## src/rtl/lea_xor_sched.sv

```systemverilog
// lea_xor_sched: sequences the six key-mixing XORs of one LEA round over a
// shared 32-bit block XOR. A job (X0..X3, RK0..RK5, tag) is accepted in IDLE,
// the operands OP0..OP5 are built one per cycle in RUN, and the result is
// held in DONE until the downstream stage takes it.
// Build option: define LEA_XOR_DUAL_EN to use two XOR instances and finish
// RUN in three cycles (two operands per cycle). Results are identical.

module lea_block_xor #(
  parameter int WORD_W = 32
) (
  input  logic [WORD_W-1:0] i1,
  input  logic [WORD_W-1:0] i2,
  output logic [WORD_W-1:0] o
);
  assign o = i1 ^ i2;
endmodule

module lea_xor_sched #(
  parameter int WORD_W = 32,
  parameter int TAG_W  = 5
) (
  input  logic                  clk,
  input  logic                  rst_n,
  input  logic                  flush,
  input  logic                  in_valid,
  output logic                  in_ready,
  input  logic [4*WORD_W-1:0]   in_state,
  input  logic [6*WORD_W-1:0]   in_rk,
  input  logic [TAG_W-1:0]      in_tag,
  output logic                  out_valid,
  input  logic                  out_ready,
  output logic [6*WORD_W-1:0]   out_op,
  output logic [TAG_W-1:0]      out_tag,
  output logic                  busy
);

  typedef enum logic [1:0] {IDLE = 2'd0, RUN = 2'd1, DONE = 2'd2} state_t;

`ifdef LEA_XOR_DUAL_EN
  localparam logic [2:0] STEP_INC  = 3'd2;
  localparam logic [2:0] LAST_STEP = 3'd4;
`else
  localparam logic [2:0] STEP_INC  = 3'd1;
  localparam logic [2:0] LAST_STEP = 3'd5;
`endif

  state_t                   state_q, state_d;
  logic [2:0]               step_q;
  logic [3:0][WORD_W-1:0]   x_q;
  logic [5:0][WORD_W-1:0]   rk_q;
  logic [5:0][WORD_W-1:0]   op_q;
  logic [TAG_W-1:0]         tag_q;
  logic                     step_bad;
  logic [2:0]               step_a;
  logic [WORD_W-1:0]        xa_i1, xa_i2, xa_o;

  // Block-word select: steps 0..5 read X0, X1, X1, X2, X2, X3.
  function automatic logic [1:0] xsel(input logic [2:0] s);
    case (s)
      3'd0:       xsel = 2'd0;
      3'd1, 3'd2: xsel = 2'd1;
      3'd3, 3'd4: xsel = 2'd2;
      default:    xsel = 2'd3;
    endcase
  endfunction

  // Steps 6 and 7 are illegal; clamp the index so no read goes out of range.
  assign step_bad = (step_q > 3'd5);
  assign step_a   = step_bad ? 3'd0 : step_q;

  assign xa_i1 = x_q[xsel(step_a)];
  assign xa_i2 = rk_q[step_a];

  lea_block_xor #(.WORD_W(WORD_W)) u_xor_a (.i1(xa_i1), .i2(xa_i2), .o(xa_o));

`ifdef LEA_XOR_DUAL_EN
  logic [2:0]        step_b;
  logic [WORD_W-1:0] xb_i1, xb_i2, xb_o;

  // Second lane always takes the odd step following lane A.
  assign step_b = (step_a == 3'd5) ? 3'd5 : step_a + 3'd1;
  assign xb_i1  = x_q[xsel(step_b)];
  assign xb_i2  = rk_q[step_b];

  lea_block_xor #(.WORD_W(WORD_W)) u_xor_b (.i1(xb_i1), .i2(xb_i2), .o(xb_o));
`endif

  assign in_ready = (state_q == IDLE);
  assign out_op   = op_q;
  assign out_tag  = tag_q;

  // State register.
  always_ff @(posedge clk or negedge rst_n) begin
    if (!rst_n) state_q <= IDLE;
    else        state_q <= state_d;
  end

  // Next-state decode; flush overrides both handshakes.
  always_comb begin
    state_d = state_q;
    case (state_q)
      IDLE: if (in_valid) state_d = RUN;
      RUN: begin
        if (step_bad)                state_d = IDLE;
        else if (step_q == LAST_STEP) state_d = DONE;
      end
      DONE: if (out_ready) state_d = IDLE;
      default: state_d = IDLE;
    endcase
    if (flush) state_d = IDLE;
  end

  // Job capture, operand write-back, step counter and output flags.
  always_ff @(posedge clk or negedge rst_n) begin
    if (!rst_n) begin
      step_q    <= 3'd0;
      x_q       <= '0;
      rk_q      <= '0;
      op_q      <= '0;
      tag_q     <= '0;
      out_valid <= 1'b0;
      busy      <= 1'b0;
    end else if (flush) begin
      step_q    <= 3'd0;
      out_valid <= 1'b0;
      busy      <= 1'b0;
    end else begin
      case (state_q)
        IDLE: begin
          if (in_valid) begin
            x_q    <= in_state;
            rk_q   <= in_rk;
            tag_q  <= in_tag;
            step_q <= 3'd0;
            busy   <= 1'b1;
          end
        end
        RUN: begin
          if (step_bad) begin
            step_q <= 3'd0;
            busy   <= 1'b0;
          end else begin
            op_q[step_a] <= xa_o;
`ifdef LEA_XOR_DUAL_EN
            op_q[step_b] <= xb_o;
`endif
            if (step_q == LAST_STEP) begin
              step_q    <= 3'd0;
              busy      <= 1'b0;
              out_valid <= 1'b1;
            end else begin
              step_q <= step_q + STEP_INC;
            end
          end
        end
        DONE: begin
          if (out_ready) out_valid <= 1'b0;
        end
        default: begin
          step_q    <= 3'd0;
          out_valid <= 1'b0;
          busy      <= 1'b0;
        end
      endcase
    end
  end

endmodule

```

## config.mk

```make
export PLATFORM = sky130hd
export DESIGN_NAME = lea_xor_sched
export DESIGN_NICKNAME = d
export VERILOG_FILES = /design/src/rtl/lea_xor_sched.sv
export SDC_FILE = /design/constraint.sdc
export NUM_CORES = 1
export LEC_CHECK = 0
export CORE_MARGIN = 2
export CORE_UTILIZATION = 40
export DETAILED_ROUTE_END_ITERATION = 10
export PLACE_DENSITY = 0.66
export SLEW_MARGIN = 20
export SYNTH_ARGS = -nofsm -noshare
export SYNTH_HDL_FRONTEND = slang
export SYNTH_HIERARCHICAL = 1
export SYNTH_SLANG_ARGS = --single-unit
```

## constraint.sdc

```tcl
create_clock -name clk -period 3.95 [get_ports clk]
set_input_delay 0.79 -clock clk [delete_from_list [all_inputs] [get_ports clk]]
set_output_delay 0.79 -clock clk [all_outputs]
set_load 0.02 [all_outputs]
```

==> impl_metrics.csv, run 1 <==
group,metric,value,unit
placed_design,placed_area,29800,µm²
power_and_ir_drop,netSwitchingPower,0.00567,W
finish,fillCellCount,4850,
logic_synthesis,yosysMostFrequentCell,"dfrtp_1",
placed_design,place_hpwl,50.8,mm
clock_network,cts_inserted_buffers,56,
logic_synthesis,synthDistinctLibCells,30,
clock_network,cts_tree,"yes",
power_and_ir_drop,p_seq_share,41.6,%
worst_setup_path,cp_max_fo,33,
clock_network,cts_resized,0,
global_routing,antenna_found_initial,23,
worst_setup_path,crit_family,"multiplexers",
worst_setup_path,worstSetupPathType,"flop to flop",
timing,rsz0062_at_grt,"no",
worst_setup_path,required,4.49,ns
die,initial_core_util,40.6,%
power_and_ir_drop,p_clk_share,28.9,%
flow_run,maxCapViolations,0,
finish,drive_gt1_share,24.1,%
routing,first_pass_iters,4,
routing,vias,14800,
die,die_w,246,µm
routing,drtIter0Drc,671,
logic_synthesis,synth_edf_count,0,
die,ios,530,
die,dieArea,60700,µm²
timing,fin_crit,3.05,ns
timing,slew_headroom,36.4,%
routing,vias_per_cell,5.18,
clock_network,post-cts-setup-buffers,0,
finish,fin_area,31700,µm²
timing,worstMarginPinSlew,0.951,ns
clock_network,holdBufCountCts,0,
worst_setup_path,ff2ff_setup_slack,0.90,ns
power_and_ir_drop,p_leak,13.3,nW
clock_network,cts_root_buf,"clkbuf_16",
run_status,status,"completed",
clock_network,clkSlewWorstSetupHoldPaths,0.06,ns
timing,finalHoldViolCount,0,
power_and_ir_drop,irDropWorstVdd,0.000452,V
routing,drc_errors,0,
clock_network,clk_latency,0.62,ns
logic_synthesis,synthCells,1520,
die,die_h,246,µm
placed_design,globalplace.congestion,0.817,
power_and_ir_drop,swShare,30.8,%
routing,wire_per_inst,24.0,µm
power_and_ir_drop,power,0.0184,W
routing,wl,68.6,mm
worst_setup_path,crit_chain,"buf_4 -> mux2_1 -> mux4_2 -> xor2_1 -> mux2_2",
worst_setup_path,max_stage_delay,0.76,ns
global_routing,grt_pass1_vias,15700,
power_and_ir_drop,comb_power_share,29.5,%
finish,area_growth,34.7,%
die,fp.coreArea,57900,µm²
global_routing,grt_usage,22.5,%
timing,report.final.slew_viol_count,0,
logic_synthesis,ys_warn_count,6,
worst_setup_path,crit_buf_inv,1,
finish,multi_input_area,9880,µm²
worst_setup_path,worstPathArrival,3.59,ns
clock_network,clock_sinks,524,
die,num_rows,88,
routing,ant_nets,0,
global_routing,grt_pass1_wl,102,mm
timing,clock.fmax,328,MHz
finish,seq_area,13100,µm²
placed_design,portBuffers,529,
logic_synthesis,synthArstFlopShare,100,%
logic_synthesis,synth-seq-cells,524,
global_routing,grt_max_degree,110,
logic_synthesis,ys.flop_type,"dfrtp_1",
worst_setup_path,crit_slowest_cell,"dfrtp_4",
finish,fin_nets,2380,
worst_setup_path,critPathLaunchType,"flop",
timing,finalSetupTns,0,ns
logic_synthesis,syn_nets,1850,
logic_synthesis,synth_top_cell_by_area,"dfrtp_1",
logic_synthesis,yosysSeqAreaShare,55.8,%
timing,finalSetupViolCount,0,
worst_hold_path,min_path_type,"primary input to asynchronous set/reset pin",
timing,skew,0.0369,ns
logic_synthesis,syn_avg_cell_area,15.5,µm²
worst_setup_path,cp-end-kind,"flop",
power_and_ir_drop,pwr_density_cell,581,nW/µm²
power_and_ir_drop,p_int,0.0127,W
timing,finalCritPeriodShare,77.2,%
clock_network,htreeDepth,2,
clock_network,clk_path_buf_depth,3,
logic_synthesis,synth_area,23500,µm²
logic_synthesis,synthTopCellsByArea,"dfrtp_1 56%, mux2_1 17%, mux2_2 14%",
logic_synthesis,synthDominantCellAreaShare,55.8,%
finish,fin_util,54.7,%
global_routing,overflow,0,
logic_synthesis,synth_common_cells,"524 x dfrtp_1, 354 x mux2_1, 302 x mux2_2",
[metrics by stage]
stage | hold slack (ns) | worst slack [ns] | std cells
detailed placement | 0.473 | 0.733 | 2757
global placement | 0.462 | 0.831 | 2757
CTS | 0.208 | 0.916 | 2854
finish | 0.196 | 0.900 | 2864
floorplan | 0.452 | 1.75 | 1520
global route | 0.230 | 0.807 | 2860
[cell families after synthesis]
kind of cell	after synthesis	synth area share (%)
DFF	524	55.8
xor gates and xnor gates	32	1.19
AOI/OAI and AO/OA	50	1.39
muxes	741	37.9
buffers and inverters	102	2.32
and+or+nand+nor	71	1.46
[final timing paths]
path                       startpoint          end  cells past startpoint
max                         step_q[0]  out_op[188]                      5
min                             rst_n     rk_q[72]                      1
min in group clk             x_q[122]     x_q[122]                      1
max reg2reg                 step_q[0]  out_op[188]                      5
min reg2reg                  x_q[122]     x_q[122]                      1
max in group asynchronous       rst_n  out_op[100]                      3
[power groups by stage]
stage / clock network (W) / logic [W] / registers (W)
after floorplan: 0 / 0.00267 / 0.00792
after global placement: 0 / 0.00534 / 0.00767
after detailed placement: 0 / 0.00547 / 0.00774
after CTS: 0.00546 / 0.00550 / 0.00765
after global routing: 0.00567 / 0.00581 / 0.00782
final: 0.00533 / 0.00543 / 0.00765
[layout by cell type (no fill, tap or decap), types with 2 or more instances in the layout]
| cell | instances |
|---|---|
| clkbuf_16 | 56 |
| mux2_1 | 354 |
| a22oi_1 | 11 |
| clkinvlp_4 | 4 |
| o21ai_0 | 23 |
| buf_4 | 29 |
| xor2_1 | 32 |
| dfrtp_4 | 3 |
| nor2_1 | 4 |
| bufinv_16 | 5 |
| mux2i_1 | 32 |
| nand2_2 | 6 |
| diode_2 | 10 |
| a21oi_1 | 2 |
| clkdlybuf4s50_1 | 528 |
| mux4_2 | 53 |
| nor2b_2 | 2 |
| nand3_1 | 4 |
| clkbuf_1 | 8 |
| nand2_1 | 46 |
| buf_12 | 15 |
| mux2_2 | 302 |
| o2bb2ai_1 | 11 |
| dfrtp_1 | 521 |
| clkbuf_8 | 12 |
| clkinv_2 | 9 |
| nand3b_1 | 3 |
[layout make-up]
cell class	count	area share [%]
Clock inverter	21	0.818
Clock buffer	76	5.04
Sequential cell	524	41.5
Inverter	1	0.0119
Tap cell	765	3.02
Timing Repair Buffer	573	18.4
Antenna cell	10	0.0790
Multi-Input combinational cell	894	31.2
[state kept, by name, indices dropped and copies added (netlist names)]
register   flops
out_op       192
rk_q         192
x_q          128
out_tag        5
step_q         3
state_q        2
busy           1
out_valid      1
[per-layer routing]
metal	share of wire (%)	vias up	global-route usage (%)
met4	2.5	30	6.41
met3	6.6	113	5.78
met1	43	7713	30.0
met5	0.30	-	0
li1	-	6591	-
met2	48	379	36.4
Note: power is estimated with default switching activity, not from simulation.
==> inputs of run 2 (changes only) <==
--- a/config.mk
+++ b/config.mk
@@ -8,7 +8,7 @@
 export CORE_MARGIN = 2
 export CORE_UTILIZATION = 40
 export DETAILED_ROUTE_END_ITERATION = 10
-export PLACE_DENSITY = 0.66
+export PLACE_DENSITY = 0.68
 export SLEW_MARGIN = 20
 export SYNTH_ARGS = -nofsm -noshare
 export SYNTH_HDL_FRONTEND = slang
==> constraint.sdc (replaced) <==
create_clock -name clk -period 2.5 [get_ports clk]
set_input_delay 0.5 -clock clk [delete_from_list [all_inputs] [get_ports clk]]
set_output_delay 0.5 -clock clk [all_outputs]
set_load 0.02 [all_outputs]
==> impl_metrics.csv, run 2 (same netlist as run 1, synthesis figures left out) <==
group,metric,value,unit
worst_setup_path,worstPathArrival,2.95,ns
clock_network,cts_root_buf,"clkbuf_16",
placed_design,place_hpwl,52.9,mm
clock_network,htreeDepth,2,
routing,wire_per_inst,24.0,µm
worst_setup_path,r2r_end,"out_op[39]",
die,fp.coreArea,57900,µm²
global_routing,grt_pass1_vias,16200,
worst_setup_path,crit_family,"multiplexers",
timing,rsz0062_at_grt,"yes",
die,num_rows,88,
timing,clock.fmax,405,MHz
clock_network,cts_inserted_buffers,57,
global_routing,overflow,0,
worst_setup_path,crit_end,"out_op[39]",
routing,drtIter0Drc,751,
timing,finalSetupViolCount,0,
worst_hold_path,min_path_type,"primary input to asynchronous set/reset pin",
timing,slew_headroom,60.3,%
timing,fin_crit,2.47,ns
timing,fin_ws,0.0332,ns
timing,finalHoldViolCount,0,
worst_setup_path,crit_buf_inv,2,
finish,fin_nets,2445,
worst_setup_path,max_stage_delay,0.56,ns
clock_network,cts_tree,"yes",
die,initial_core_util,40.6,%
worst_setup_path,ff2ff_setup_slack,0.03,ns
timing,holdWs,0.411,ns
routing,first_pass_iters,5,
routing,vias,15200,
global_routing,grt_pass1_wl,104,mm
routing,ant_nets,0,
worst_setup_path,cp_max_fo,23,
die,die_h,246,µm
worst_setup_path,worstSetupPathType,"flop to flop",
worst_setup_path,critPathLaunchType,"flop",
run_status,status,"completed",
power_and_ir_drop,pwr_density_cell,914,nW/µm²
worst_setup_path,required,2.98,ns
flow_run,maxCapViolations,0,
clock_network,clk_path_buf_depth,3,
routing,vias_per_cell,5.18,
clock_network,clk_latency,0.62,ns
placed_design,portBuffers,529,
finish,layout_common_cells,"527 x clkdlybuf4s50_1, 521 x dfrtp_1, 353 x mux2_1",
global_routing,grt_max_degree,76,
worst_setup_path,crit_slowest_cell,"mux4_2",
timing,worstMarginPinSlew,0.594,ns
clock_network,clock_sinks,524,
placed_design,pre_cts_ws,-0.0718,ns
global_routing,grt_usage,23.0,%
finish,drive_gt1_share,27.7,%
die,die_w,246,µm
worst_setup_path,startpoint,"step_q[0]",
worst_setup_path,crit_chain,"buf_12 -> buf_16 -> mux2_2 -> mux4_2 -> xor2_2 -> mux2_1",
worst_setup_path,rr_startpoint,"step_q[0]",
clock_network,clkSlewWorstSetupHoldPaths,0.06,ns
worst_setup_path,reg2reg_depth,6,
worst_setup_path,cp-end-kind,"flop",
global_routing,antenna_found_initial,8,
die,dieArea,60700,µm²
die,ios,530,
finish,area_growth,39.4,%
timing,skew,0.0235,ns
routing,wl,70.3,mm
power_and_ir_drop,irDropWorstVdd,0.000574,V
finish,layout_commonest_cell,"clkdlybuf4s50_1",
timing,finalCritPeriodShare,98.7,%
power_and_ir_drop,p_leak,13.8,nW
routing,drc_errors,0,
placed_design,globalplace.congestion,0.833,
timing,report.final.slew_viol_count,0,
worst_setup_path,crit_cells,6,
-- run 2: worst min-delay path by stage --
stage,from,slack (ns),depth (start not counted),endpoint
after floorplan,rst_n,0.20,0,busy
after detailed placement,rst_n,0.46,1,out_op[85]
after CTS,rst_n,0.41,2,out_op[85]
after global routing,rst_n,0.43,2,out_op[85]
final,rst_n,0.41,2,out_op[85]
after global placement,rst_n,0.46,1,out_op[85]
-- run 2: area by class of cell --
| type | count | area, µm² |
|---|---|---|
| inverters | 1 | 3.75 |
| flip-flops and latches | 524 | 13100 |
| repair buffers | 637 | 6610 |
| well taps | 765 | 957 |
| clock inverters | 23 | 313 |
| diodes | 4 | 10.0 |
| clock buffers | 83 | 1700 |
| fillers | 4613 | 25200 |
| multi-input cells | 894 | 10000 |
-- run 2: power by group --
group	internal (W)	switching, W	total, W
sequential	0.0107	0.00139	0.0121
combinational	0.00478	0.00417	0.00895
clock	0.00535	0.00355	0.00890
-- run 2: per-stage QoR --
step	area [µm²]	total power [W]	util (%)	setup TNS (ns)	cells
after detailed placement	30500	0.0210	52.7	-0.929	2814
final	32800	0.0300	56.6	0	2931
after CTS	32600	0.0301	56.3	0	2922
after global placement	30500	0.0207	52.7	-0.257	2814
after floorplan	23500	0.0167	-	0	1520
after global routing	32800	0.0314	56.6	-0.0430	2929
-- run 2: timing repair --
| item | CTS | global route |
|---|---|---|
| gates resized for setup | 11 | 16 |
| pin swaps | 0 | 1 |
| hold endpoints to repair | 46 | 0 |
| setup endpoints to repair | 55 | 114 |
| setup buffers | 1 | 5 |
| hold buffers | 1 | 0 |
-- run 2: metal layers --
layer | up-vias | routed length [µm] | track usage, %
met5 | - | 46 | 0
met3 | 109 | 3830 | 4.39
met2 | 402 | 33200 | 36.7
met4 | 8 | 1910 | 7.14
li1 | 6735 | - | -
met1 | 7922 | 31300 | 31.9
-- run 2: worst register-to-register path, cell delays in order, from the launching register on --
cell	delay (ns)
dfrtp_4	0.50
buf_12	0.21
buf_16	0.20
mux2_2	0.34
mux4_2	0.56
xor2_2	0.23
mux2_1	0.31
==> inputs of run 3 (changes only) <==
--- a/config.mk
+++ b/config.mk
@@ -6,9 +6,9 @@
 export NUM_CORES = 1
 export LEC_CHECK = 0
 export CORE_MARGIN = 2
-export CORE_UTILIZATION = 40
+export CORE_UTILIZATION = 45
 export DETAILED_ROUTE_END_ITERATION = 10
-export PLACE_DENSITY = 0.68
+export PLACE_DENSITY = 0.76
 export SLEW_MARGIN = 20
 export SYNTH_ARGS = -nofsm -noshare
 export SYNTH_HDL_FRONTEND = slang
==> impl_metrics.csv, run 3 (same netlist as run 1, synthesis figures left out) <==
group,metric,value,unit
run_status,status,"completed",
clock_network,cts_inserted_buffers,54,
routing,drc_errors,0,
flow_run,maxCapViolations,0,
timing,fin_crit,2.44,ns
global_routing,antenna_found_initial,19,
timing,finalCritPeriodShare,97.6,%
power_and_ir_drop,irDropWorstVdd,0.000569,V
finish,multi_input_area,10100,µm²
worst_setup_path,cp-end-kind,"flop",
die,die_w,233,µm
timing,finalHoldViolCount,0,
clock_network,clkSlewWorstSetupHoldPaths,0.06,ns
global_routing,grt_pass1_vias,16200,
die,ios,530,
power_and_ir_drop,power,0.0290,W
routing,drtIter0Drc,752,
timing,slew_headroom,64.1,%
die,num_rows,83,
finish,layout_common_cells,"527 x clkdlybuf4s50_1, 521 x dfrtp_1, 354 x mux2_1",
finish,area_growth,36.7,%
global_routing,grt_usage,24.8,%
clock_network,htreeDepth,2,
worst_setup_path,required,2.97,ns
global_routing,grt_max_degree,97,
routing,vias_per_cell,5.37,
finish,drive_gt1_share,26.4,%
timing,finalSetupViolCount,0,
power_and_ir_drop,pwr_density_cell,903,nW/µm²
global_routing,grt_pass1_wl,100,mm
finish,seq_area,13100,µm²
routing,first_pass_iters,5,
die,fp.coreArea,51500,µm²
placed_design,place_hpwl,49.9,mm
finish,fillCellCount,3843,
finish,layout_commonest_cell,"clkdlybuf4s50_1",
worst_setup_path,worstPathArrival,2.91,ns
clock_network,cts_root_buf,"clkbuf_16",
timing,clock.fmax,410,MHz
routing,vias,15100,
routing,wire_per_inst,23.7,µm
die,dieArea,54100,µm²
finish,fin_nets,2409,
placed_design,globalplace.congestion,0.867,
power_and_ir_drop,p_leak,13.5,nW
worst_setup_path,worstSetupPathType,"flop to flop",
clock_network,clk_latency,0.60,ns
timing,fin_ws,0.0598,ns
routing,wl,66.9,mm
timing,skew,0.0162,ns
worst_hold_path,min_path_type,"primary input to asynchronous set/reset pin",
timing,holdWs,0.416,ns
global_routing,overflow,0,
placed_design,portBuffers,529,
placed_design,pre_cts_ws,-0.0905,ns
worst_setup_path,critPathLaunchType,"flop",
timing,worstMarginPinSlew,0.539,ns
clock_network,clk_path_buf_depth,3,
timing,finalSetupTns,0,ns
timing,report.final.slew_viol_count,0,
clock_network,cts_tree,"yes",
clock_network,clock_sinks,524,
die,die_h,233,µm
routing,ant_nets,0,
die,initial_core_util,45.6,%
worst_setup_path,cp_max_fo,38,
finish,fin_util,62.4,%
[run 3: metal layers]
layer,track usage [%],up-vias,routed length (µm)
met5,0,-,23
met4,9.59,4,2010
met3,4.69,106,3540
met2,39.5,460,32000
met1,33.7,7888,29300
li1,-,6661,-
[run 3: worst paths after layout]
kind / end / cells after the start / slack, ns / start
max: out_op[147] / 8 / 0.06 / step_q[0]
min: rk_q[73] / 2 / 0.42 / rst_n
max reg2reg: out_op[147] / 8 / 0.06 / step_q[0]
min reg2reg: x_q[116] / 1 / 0.48 / x_q[116]
max in group asynchronous: rk_q[97] / 3 / 1.18 / rst_n
min in group clk: x_q[116] / 1 / 0.48 / x_q[116]
[run 3: area by class of cell]
class,instances,share of cell area [%]
Antenna cell,17,0.132
Clock buffer,79,5.02
Clock inverter,19,0.541
Inverter,1,0.0117
Multi-Input combinational cell,894,31.3
Sequential cell,524,40.8
Tap cell,680,2.65
Timing Repair Buffer,604,19.5
[run 3: worst max-delay path, stage by stage (launching register included)]
cell	delay (ns)
dfrtp_4	0.52
buf_12	0.27
buf_12	0.21
mux2_2	0.42
nand2_1	0.10
a22oi_1	0.09
xor2_1	0.20
buf_4	0.18
mux2_1	0.29
[run 3: repair_timing]
action / 4_1_cts / 5_1_grt
hold buffers: 1 / 0
hold endpoints to repair: 37 / 0
pin swaps: 0 / 1
gates resized for setup: 14 / 13
buffers inserted: 0 / 1
setup endpoints to repair: 39 / 58
[run 3: power breakdown]
group | switching (W) | internal [W]
registers | 0.00143 | 0.0107
logic | 0.00412 | 0.00469
clock network | 0.00339 | 0.00468
[run 3: through the flow]
| step | std cells | area (µm²) |
|---|---|---|
| 6_report | 2818 | 32100 |
| 5_1_grt | 2815 | 32100 |
| 4_1_cts | 2800 | 32000 |
| 3_5_place_dp | 2701 | 30100 |
| 3_3_place_gp | 2701 | 30100 |
| 2_1_floorplan | 1520 | 23500 |
